[config.mk]
export PLATFORM = sky130hd
export DESIGN_NAME = ram_arbiter
export DESIGN_NICKNAME = d
export VERILOG_FILES = /design/src/rtl/ram_ctrl_pkg.sv /design/src/rtl/rr_pick2.sv /design/src/rtl/ram_arbiter.sv
export SDC_FILE = /design/constraint.sdc
export NUM_CORES = 1
export LEC_CHECK = 0
export ABC_CLOCK_PERIOD_IN_PS = 2400
export CAP_MARGIN = 10
export CORE_UTILIZATION = 41
export CTS_CLUSTER_DIAMETER = 100
export CTS_CLUSTER_SIZE = 25
export DETAILED_ROUTE_END_ITERATION = 8
export MAX_ROUTING_LAYER = met4
export PLACE_DENSITY = 0.77
export SYNTH_ARGS = -nofsm -noshare
export SYNTH_HDL_FRONTEND = slang
export SYNTH_SLANG_ARGS = --single-unit
[constraint.sdc]
create_clock -name clk -period 2.4 [get_ports clk]
set_input_delay 0.48 -clock clk [delete_from_list [all_inputs] [get_ports clk]]
set_output_delay 0.48 -clock clk [all_outputs]
set_load 0.01 [all_outputs]
[src/rtl/ram_ctrl_pkg.sv]
// Shared types for the nibble-processor RAM arbiter: FSM states, requester IDs
// and default bus widths.
package ram_ctrl_pkg;

    localparam int ADDR_W_DEF = 12;
    localparam int DATA_W_DEF = 4;

    typedef enum logic [1:0] {
        IDLE   = 2'd0,
        ACCESS = 2'd1,
        DONE   = 2'd2
    } state_t;

    typedef enum logic {
        REQ_FETCH = 1'b0,
        REQ_DATA  = 1'b1
    } req_id_t;

endpackage

[src/rtl/rr_pick2.sv]
// Two-way round-robin winner select: a lone request wins, a tie goes to the
// requester that was not served last.
module rr_pick2
    import ram_ctrl_pkg::*;
(
    input  logic [1:0] req,
    input  logic       last,
    output logic       valid,
    output logic       win
);

    always_comb begin
        valid = |req;
        win   = REQ_FETCH;
        if (req[REQ_FETCH] && req[REQ_DATA])
            win = ~last;
        else if (req[REQ_DATA])
            win = REQ_DATA;
    end

endmodule

[src/rtl/ram_arbiter.sv]
// Single-port access controller for the 4096 x 4 program/data RAM, shared
// between the instruction-fetch unit (read-only) and the data unit.
//
//   state  | meaning
//   IDLE   | waiting for a request; grants the round-robin winner
//   ACCESS | ram_cs held for WAIT_CYCLES cycles, read nibble captured at end
//   DONE   | done pulse to the winner, RAM bus returned to zero
module ram_arbiter
    import ram_ctrl_pkg::*;
#(
    parameter int ADDR_W      = ADDR_W_DEF,
    parameter int DATA_W      = DATA_W_DEF,
    parameter int WAIT_CYCLES = 1
) (
    input  logic              clk,
    input  logic              reset,
    input  logic              fetch_req,
    input  logic [ADDR_W-1:0] fetch_addr,
    output logic              fetch_gnt,
    output logic [DATA_W-1:0] fetch_rdata,
    output logic              fetch_done,
    input  logic              data_req,
    input  logic              data_we,
    input  logic [ADDR_W-1:0] data_addr,
    input  logic [DATA_W-1:0] data_wdata,
    output logic              data_gnt,
    output logic [DATA_W-1:0] data_rdata,
    output logic              data_done,
    output logic              ram_cs,
    output logic              ram_we,
    output logic [ADDR_W-1:0] ram_addr,
    output logic [DATA_W-1:0] ram_wdata,
    output logic              ram_data_oe,
    input  logic [DATA_W-1:0] ram_rdata
);

    state_t     state;
    req_id_t    last;
    req_id_t    winner;
    logic [3:0] wait_cnt;
    logic       pick_valid;
    logic       pick_win;

    rr_pick2 u_pick (
        .req   ({data_req, fetch_req}),
        .last  (last),
        .valid (pick_valid),
        .win   (pick_win)
    );

    always_ff @(posedge clk) begin
        if (reset) begin
            state       <= IDLE;
            last        <= REQ_DATA;
            winner      <= REQ_FETCH;
            wait_cnt    <= 4'd0;
            fetch_gnt   <= 1'b0;
            fetch_rdata <= '0;
            fetch_done  <= 1'b0;
            data_gnt    <= 1'b0;
            data_rdata  <= '0;
            data_done   <= 1'b0;
            ram_cs      <= 1'b0;
            ram_we      <= 1'b0;
            ram_addr    <= '0;
            ram_wdata   <= '0;
            ram_data_oe <= 1'b0;
        end else begin
            fetch_gnt  <= 1'b0;
            data_gnt   <= 1'b0;
            fetch_done <= 1'b0;
            data_done  <= 1'b0;
            case (state)
                IDLE: begin
                    if (pick_valid) begin
                        winner   <= req_id_t'(pick_win);
                        last     <= req_id_t'(pick_win);
                        wait_cnt <= 4'(WAIT_CYCLES - 1);
                        ram_cs   <= 1'b1;
                        state    <= ACCESS;
                        if (pick_win == REQ_DATA) begin
                            data_gnt    <= 1'b1;
                            ram_addr    <= data_addr;
                            ram_we      <= data_we;
                            ram_wdata   <= data_we ? data_wdata : '0;
                            ram_data_oe <= data_we;
                        end else begin
                            fetch_gnt   <= 1'b1;
                            ram_addr    <= fetch_addr;
                            ram_we      <= 1'b0;
                            ram_wdata   <= '0;
                            ram_data_oe <= 1'b0;
                        end
                    end
                end
                ACCESS: begin
                    if (wait_cnt == 4'd0) begin
                        // Last chip-select cycle: read data is valid on ram_rdata now.
                        if (winner == REQ_DATA) begin
                            data_done <= 1'b1;
                            if (!ram_we)
                                data_rdata <= ram_rdata;
                        end else begin
                            fetch_done  <= 1'b1;
                            fetch_rdata <= ram_rdata;
                        end
                        ram_cs      <= 1'b0;
                        ram_we      <= 1'b0;
                        ram_addr    <= '0;
                        ram_wdata   <= '0;
                        ram_data_oe <= 1'b0;
                        state       <= DONE;
                    end else begin
                        wait_cnt <= wait_cnt - 4'd1;
                    end
                end
                DONE: begin
                    state <= IDLE;
                end
                default: begin
                    state <= IDLE;
                end
            endcase
        end
    end

endmodule

* Yosys cells after proc, flatten, opt, wreduce, memory -nomap -nowiden
Cells that the tools add are included.
W data, S select, Z words.
** Word-level totals
- Register bits :: 38
- Input bits :: 37
- Output and inout bits :: 31
** Cells by class
- Reductions and logical operators :: 13
- Bitwise gates (word level) :: 7
- Add/sub/neg operators :: 1
- Equality and inequality tests :: 4
- Multiplexer cells :: 27
** Operator list (count)
- $mux W12 :: 3
- $mux W4 :: 6
- $pmux W12 S2 :: 1
- $pmux W4 S2 :: 2
- $mux W1 :: 10
- $reduce_and A3 Y1 :: 3
- $not A1 Y1 :: 7
- $ne A2 B2 Y1 const B :: 3
- $reduce_or A3 Y1 :: 2
- $logic_not A4 Y1 :: 1
- $mux W2 :: 2
- $pmux W1 S2 :: 2
- $pmux W2 S2 :: 1
- $reduce_and A2 Y1 :: 2
- $reduce_and A4 Y1 :: 1
- $sub A4 B1 Y4 const B :: 1
- $eq A2 B1 Y1 const B :: 1
- $logic_not A2 Y1 :: 1
- $reduce_bool A2 Y1 :: 1
- $reduce_or A2 Y1 :: 1
- $logic_and A1 B1 Y1 :: 1

* Depth between registers and ports, before layout
Gate-level depths: netlist of the first run.
- Depth in word-level cells :: 5
- Mapped depth :: 6
- Depth with buffers taken out :: 5

* Cells and area by module
Synthesis of the first run repeated with hierarchy kept, for this count alone.
** Unflattened totals
- Cells, all modules :: 170
- Area, all modules :: 1596.5 µm²
** By module, submodules not included
- ram_arbiter :: cells each 168, area an instance 1582.8 µm², times used 1
- rr_pick2 :: cells each 2, area an instance 13.8 µm², times used 1

* Worst setup path before layout of the first run
Ideal clock, no wire load.
- Path type :: register -> register
- From :: reg wait_cnt[0]
- To :: reg ram_addr[10]
- Arrival time :: 1.317 ns
- Cell stages (with the launch flop) :: 7
- Data required time :: 2.262 ns
- Slack :: 0.945 ns
- Setup time :: 0.138 ns
- Buffers on the path :: 1
- Period minus slack after synthesis :: 1.455 ns
- Path through :: dfxtp_1 inv_1 ha_1 or3b_1 nor2_1 buf_4 o32ai_1
** Between the ends
- Cells in the longest elaborated chain, start to end :: 3
** Ends and longest elaborated chain
- from (decl) :: RTL line ram_arbiter.sv:40 : logic [3:0] wait_cnt;
- from (signal assigned) :: RTL line ram_arbiter.sv:78 : wait_cnt <= 4'(WAIT_CYCLES - 1);
- from (signal assigned) :: RTL line ram_arbiter.sv:114 : wait_cnt <= wait_cnt - 4'd1;
- $logic_not A4 Y1 :: RTL line ram_arbiter.sv:97 : if (wait_cnt == 4'd0) begin
- $ne A2 B2 Y1 (no source line)
- $reduce_and A3 Y1 (no source line)
- to (signal assigned) :: RTL line ram_arbiter.sv:83 : ram_addr <= data_addr;
- to (signal assigned) :: RTL line ram_arbiter.sv:89 : ram_addr <= fetch_addr;
- to (decl) :: RTL line ram_arbiter.sv:31 : output logic [ADDR_W-1:0] ram_addr,
Every way passes these cells.
A chain may end at the register's enable or synchronous reset.

* Worst setup path after layout of the first run
- From :: reg wait_cnt[0]
- To :: reg ram_wdata[3]
** Between the ends
- Cells in the longest elaborated chain, start to end :: 3
** Ends and longest elaborated chain
- $logic_not A4 Y1 :: RTL line ram_arbiter.sv:97
- $ne A2 B2 Y1 (no source line)
- $reduce_and A3 Y1 (no source line)
- to (signal assigned) :: RTL line ram_arbiter.sv:85 : ram_wdata <= data_we ? data_wdata : '0;
- to (decl) :: RTL line ram_arbiter.sv:32 : output logic [DATA_W-1:0] ram_wdata,
Every way passes these cells.

==> results of run 1 <==
## registers in the layout (all words and copies together), names as in the netlist
register / flops
ram_addr: 12
data_rdata: 4
fetch_rdata: 4
ram_wdata: 4
wait_cnt: 4
state: 2
data_done: 1
data_gnt: 1
fetch_done: 1
fetch_gnt: 1
last: 1
ram_cs: 1
ram_data_oe: 1
winner: 1
## kinds of logic after synthesis
family / count (synthesis)
DFF: 38
AOI/OAI and AO/OA: 43
and+or+nand+nor: 48
buffers and inverters: 26
adders and majority gates: 2
muxes: 10
## synth_stat cells (3+ instances only)
cell / n / share of area [%]
mux2i_1: 10 / 6.1
nand2b_1: 16 / 6.1
o32ai_1: 12 / 6.4
clkbuf_1: 7 / 1.6
a32oi_1: 10 / 5.3
nand2_1: 3 / 0.68
dfxtp_1: 38 / 46
o21ai_0: 4 / 1.2
a32o_1: 4 / 2.4
or3_1: 4 / 1.5
inv_1: 14 / 3.2
a21oi_1: 4 / 1.2
nor2_1: 8 / 1.8
## metal layers
metal / wire length [um] / vias up / share of wire [%]
li1: - / 754 / -
met1: 1750 / 665 / 46
met2: 1790 / 41 / 48
met3: 161 / 6 / 4.3
met4: 63 / 0 / 1.7
met5: 0 / - / 0
## worst max-delay path by stage
stage / to / depth (start not counted) / startpoint
4_1_cts: ram_wdata[3] / 5 / wait_cnt[0]
5_1_grt: ram_wdata[3] / 5 / wait_cnt[0]
6_report: ram_wdata[3] / 5 / wait_cnt[0]
3_5_place_dp: ram_addr[3] / 6 / fetch_req
3_3_place_gp: ram_wdata[0] / 5 / fetch_req
2_1_floorplan: ram_addr[10] / 6 / wait_cnt[0]
## worst register-to-register path: stages, from the launching register on
cell and delay, ns:
dfxtp_1 0.34, inv_1 0.09, ha_1 0.16, nor3b_2 0.42
nand2_1 0.31, a32o_1 0.32
## power groups by stage
stage / combinational (mW) / sequential, mW / clock, mW
after floorplan: 0.129 / 0.722 / 0
after global placement: 0.295 / 0.708 / 0
after detailed placement: 0.298 / 0.709 / 0
after CTS: 0.298 / 0.695 / 0.545
after global routing: 0.320 / 0.700 / 0.579
final: 0.297 / 0.695 / 0.536
## cell type report
cell class | instances | area (um2)
fillers | 327 | 1280
clock inverters | 3 | 45.0
flip-flops and latches | 38 | 761
inverters | 14 | 52.6
multi-input cells | 103 | 772
well taps | 48 | 60.1
repair buffers | 72 | 708
clock buffers | 5 | 68.8
==> summary.txt, run 1 <==
Run status
  • Outcome: complete, no violations

Logic synthesis
  • Post-synthesis mux area share: 6.07%
  • Xor/xnor share of the synthesized area: 0%
  • Post-synthesis sequential area ratio: 46.2%
  • Syn avg cell area: ~9.9 um2
  • Adder-cell share of the synthesized area: between 1.5 and 2%
  • Post-Syn Instances: ~170
  • Top_reg_cell synth: dfxtp_1
  • Register bit count reported by yosys: 38
  • Synth unique cells: 39
  • Mapped cell area: 1650 um2
  • Synth Area in Compound Gates: 21.4%
  • Number of flops mapped to enable cells by yosys: 0
  • Yosys warning count: 0
  • Post-Syn Nets: 206
  • Main combinational cell family by area after synthesis: compound AO/OA/AOI/OAI gates
  • Post-synthesis simple-gate area fraction: 17.8%
  • Async set or reset register ratio after synthesis: 0%

Routing
  • DRT antenna net count: 0
  • DRT iter0 DRCs: 53
  • Drt drc: 0
  • Via-to-Cell Ratio: 5.18
  • Routed WL: about 3.8 mm
  • Per-cell routed wire length: 13.3 um
  • Via Count: 1466
  • DRT Pass-1 Iters: 4

Critical path
  • Max FO, Critical Path: 9
  • Worst Path Buf+Inv: 1
  • Crit path DAT: 1.92 ns
  • CP startpoint kind: register
  • Reg2reg start: wait_cnt[0]
  • Crit-path cells: inv_1 > ha_1 > nor3b_2 > nand2_1 > a32o_1
  • FF-to-FF path depth: 5
  • Reg-to-reg setup timing slack: 0.67 ns
  • Slowest stage delay, CP: 0.42 ns
  • Kind of critical path: reg2reg
  • Req. time, crit path: 2.59 ns
  • Crit-path leading delay family: simple AND/OR/NAND/NOR gates
  • CP endpoint kind: register
  • Worst reg2reg path endpoint: ram_wdata[3]
  • Crit-path slowest cell: nor3b_2

Worst hold path
  • Endpoint of the worst hold path: ram_addr[9]
  • Hold Crit Start: ram_addr[9]
  • Hold Path Depth: 2
  • HP Class: reg2reg

Clocking
  • Resized Gates After CTS: 0
  • Cts hold-fix bufs: 0
  • Root buffer cell: clkbuf_8
  • Max Root-Sink Buffers: 2
  • Clk slew on worst S/H paths: 0.07 ns
  • Clock latency on the worst-skew pair: 0.29 ns
  • H-tree levels: 2
  • Cts bufs inserted: 5
  • CTS sink count: 38
  • Total setup buffers inserted after CTS: 0
  • CTS tree: built

Finish
  • Final Cell Area: 2470 um2
  • Final cell count without fillers: 283
  • Ratio of cells with drive above 1 in the final layout: roughly a tenth
  • Most frequent cells in the layout: clkdlybuf4s50_1 (67), dfxtp_1 (38), nand2b_1 (16)
  • Most common cell after layout, fill and taps aside: clkdlybuf4s50_1
  • Ant. Diodes: 0
  • Area grow syn2layout: 49.7%
  • Nets: 273
  • Util after Layout: between 60 and 70%

Floorplan
  • Die X-Extent: roughly 65 um
  • Cell row count: 22
  • CORE AREA: 3740 um2
  • Initial Utilization: 44.0%
  • Die area: ~4300 um2
  • Boundary Pins: 68
  • Die height: 65.4 um

STA
  • Period minus WS final: 1.73 ns
  • RSZ-0062 raised after global routing: false
  • Clk_skew: approximately 0.0019 ns
  • Max-slew headroom: 68.7%
  • Worst Tran Pin Value: approximately 0.47 ns
  • Fin. max-slew vios: 0
  • Hold slack: 0.475 ns
  • Setup TNS: 0 ns
  • Fmax: 0.577 GHz
  • Final hold vios: 0
  • Worst setup margin: 0.667 ns
  • Tcrit/Tclk final: 72.2%
  • Setup Viol. Count Final: 0

Power
  • PwrDens: 619 nW/um2
  • Peak supply drop: 0.406 mV
  • Total power: between 1.5 and 2 mW
  • Sw frac: 24.8%
  • Clock power frac: 35.1%
  • Psw: 0.379 mW
  • Lkg Pwr: 0.908 nW
  • Register share of total power: 45.5%
  • Combinational share of power: 19.5%
  • Cell internal pwr: 1.15 mW

Place
  • Setup WS pre-CTS: 0.370 ns
  • Placed insts: approximately 280
  • DP HPWL: approximately 2.8 mm
  • Gp weighted congestion: 0.731
  • Area after DPL: 2350 um2
  • IO Port Bufs: 67

Job
  • Max-cap violations: 0

Global routing
  • Most used routing layer: met2
  • M3 GR Usage: 4.86%
  • Largest net degree at the start of global routing: 22
  • First-pass GRT wire length: a little over 6 mm
  • Gr ovfl total: 0
  • Met2 Use GR: a little under a third
  • Met1 GRT Util: 23.4%
  • Vias in the first global route: 1373
  • Global Route Usage Sum: 19.2%
  • Antenna violations before repair: 0
(Power assumes the default switching activity.)
==> run 2, diff against run 1 <==
Settings changed: ABC_CLOCK_PERIOD_IN_PS 2400 to 1700.
Clock period 2.4 ns to 1.7 ns, I/O delays scaled along.
==> summary.txt, run 2 (same netlist as run 1, synthesis figures left out) <==
Run status
  • Outcome: complete, no violations

Global routing
  • First-pass GRT wire length: 6.43 mm
  • Antenna violations before repair: 0
  • Largest net degree at the start of global routing: 22
  • Gr ovfl total: 0
  • Vias in the first global route: roughly 1500
  • Global Route Usage Sum: 20.3%

Floorplan
  • Initial Utilization: 44.0%
  • Boundary Pins: 68
  • Die X-Extent: between 60 and 70 um
  • Die height: 65.4 um
  • Cell row count: 22
  • CORE AREA: 3740 um2
  • Die area: 4280 um2

Critical path
  • Crit path DAT: 1.84 ns
  • Req. time, crit path: 1.93 ns
  • CP endpoint kind: register
  • Kind of critical path: reg2reg
  • Max FO, Critical Path: 8
  • Crit-path slowest cell: or4_4
  • Crit-path cells: inv_1 > ha_1 > nor3b_2 > buf_4 > or4_4 > a21oi_2
  • Slowest stage delay, CP: 0.48 ns
  • CP startpoint kind: register

Power
  • Lkg Pwr: 0.943 nW
  • Peak supply drop: 0.525 mV
  • Total power: 2.34 mW
  • PwrDens: slightly above 900 nW/um2

STA
  • Max-slew headroom: 69.6%
  • Setup TNS: 0 ns
  • Period minus WS final: 1.61 ns
  • Worst setup margin: 0.0897 ns
  • Clk_skew: 0.00435 ns
  • Worst Tran Pin Value: 0.456 ns
  • Hold slack: 0.472 ns
  • Fin. max-slew vios: 0
  • Fmax: 0.621 GHz
  • Setup Viol. Count Final: 0
  • RSZ-0062 raised after global routing: false
  • Final hold vios: 0
  • Tcrit/Tclk final: 94.7%

Clocking
  • Max Root-Sink Buffers: 2
  • Clock latency on the worst-skew pair: 0.29 ns
  • Cts bufs inserted: 5
  • CTS sink count: 38
  • CTS tree: built
  • Clk slew on worst S/H paths: 0.07 ns
  • Total setup buffers inserted after CTS: 0
  • H-tree levels: 2
  • Root buffer cell: clkbuf_8

Routing
  • Via-to-Cell Ratio: 5.36
  • Via Count: 1533
  • DRT iter0 DRCs: 59
  • DRT Pass-1 Iters: 4
  • Per-cell routed wire length: 13.4 um
  • DRT antenna net count: 0
  • Routed WL: 3.85 mm
  • Drt drc: 0

Place
  • Setup WS pre-CTS: -0.0748 ns
  • Gp weighted congestion: 0.784
  • IO Port Bufs: 67
  • DP HPWL: around 2.8 mm
  • Area after DPL: between 2000 and 2500 um2
  • Placed insts: 278

Finish
  • Most frequent cells in the layout: clkdlybuf4s50_1 (67), dfxtp_1 (37), nand2b_1 (16)
  • Ratio of cells with drive above 1 in the final layout: 10.9%
  • Util after Layout: 67.3%
  • Register name with the most flops: ram_addr
  • Final cell count without fillers: 286
  • Ant. Diodes: 0
  • Area grow syn2layout: 52.9%
  • Most common cell after layout, fill and taps aside: clkdlybuf4s50_1
  • Max reg flops: 12
  • Final Cell Area: 2520 um2
  • Nets: 276

Job
  • Max-cap violations: 0

Worst hold path
  • HP Class: reg2reg
==> run 2: changes by cell type in the layout (fill, tap and decap cells not counted) <==
cell,delta
dfxtp_2,+1
clkbuf_8,+1
buf_4,+3
clkinvlp_4,-2
bufinv_16,+1
dfxtp_1,-1
==> run 2: path summary, 6_finish.rpt <==
check        cells past startpoint  slack (ns)        endpoint      startpoint
max                              6        0.09     wait_cnt[3]     wait_cnt[0]
min                              2        0.47  fetch_rdata[2]  fetch_rdata[2]
max reg2reg                      6        0.09     wait_cnt[3]     wait_cnt[0]
min reg2reg                      2        0.47  fetch_rdata[2]  fetch_rdata[2]
==> run 2: metal layers <==
layer / track usage [%] / wire, um / share of wire, % / up-vias
met5: - / 0 / 0 / -
met2: 34.0 / 1910 / 50 / 32
li1: - / - / - / 761
met4: 9.51 / 89 / 2.3 / 0
met1: 22.6 / 1710 / 44 / 733
met3: 5.21 / 135 / 3.5 / 7
==> run 2: what timing repair did <==
| item | 4_1_cts | 5_1_grt |
|---|---|---|
| endpoints found under the setup margin | 0 | 1 |
| resized for setup | 0 | 1 |
| hold buffers | 0 | 0 |
==> run 2: area by class of cell <==
class,instances,area [um2]
timing repair buffer,75,731
clock buffer,6,82.6
multi-input combinational,103,772
tap,48,60.1
inverter,14,52.6
fill,315,1220
sequential,38,762
clock inverter,2,60.1
==> run 2: worst max-delay path: cells and delay by family (launching register included) <==
kind                       cells  cell delay (ns)
AOI/OAI and AO/OA              1             0.14
and+or+nand+nor                2             0.64
buffers and inverters          2             0.22
DFF                            1             0.35
adders and majority gates      1             0.19
==> run 2: power by group <==
group	switching (mW)	internal [mW]	leakage [nW]
combinational	0.182	0.243	0.561
clock	0.310	0.626	0.0714
sequential	0.0335	0.947	0.311
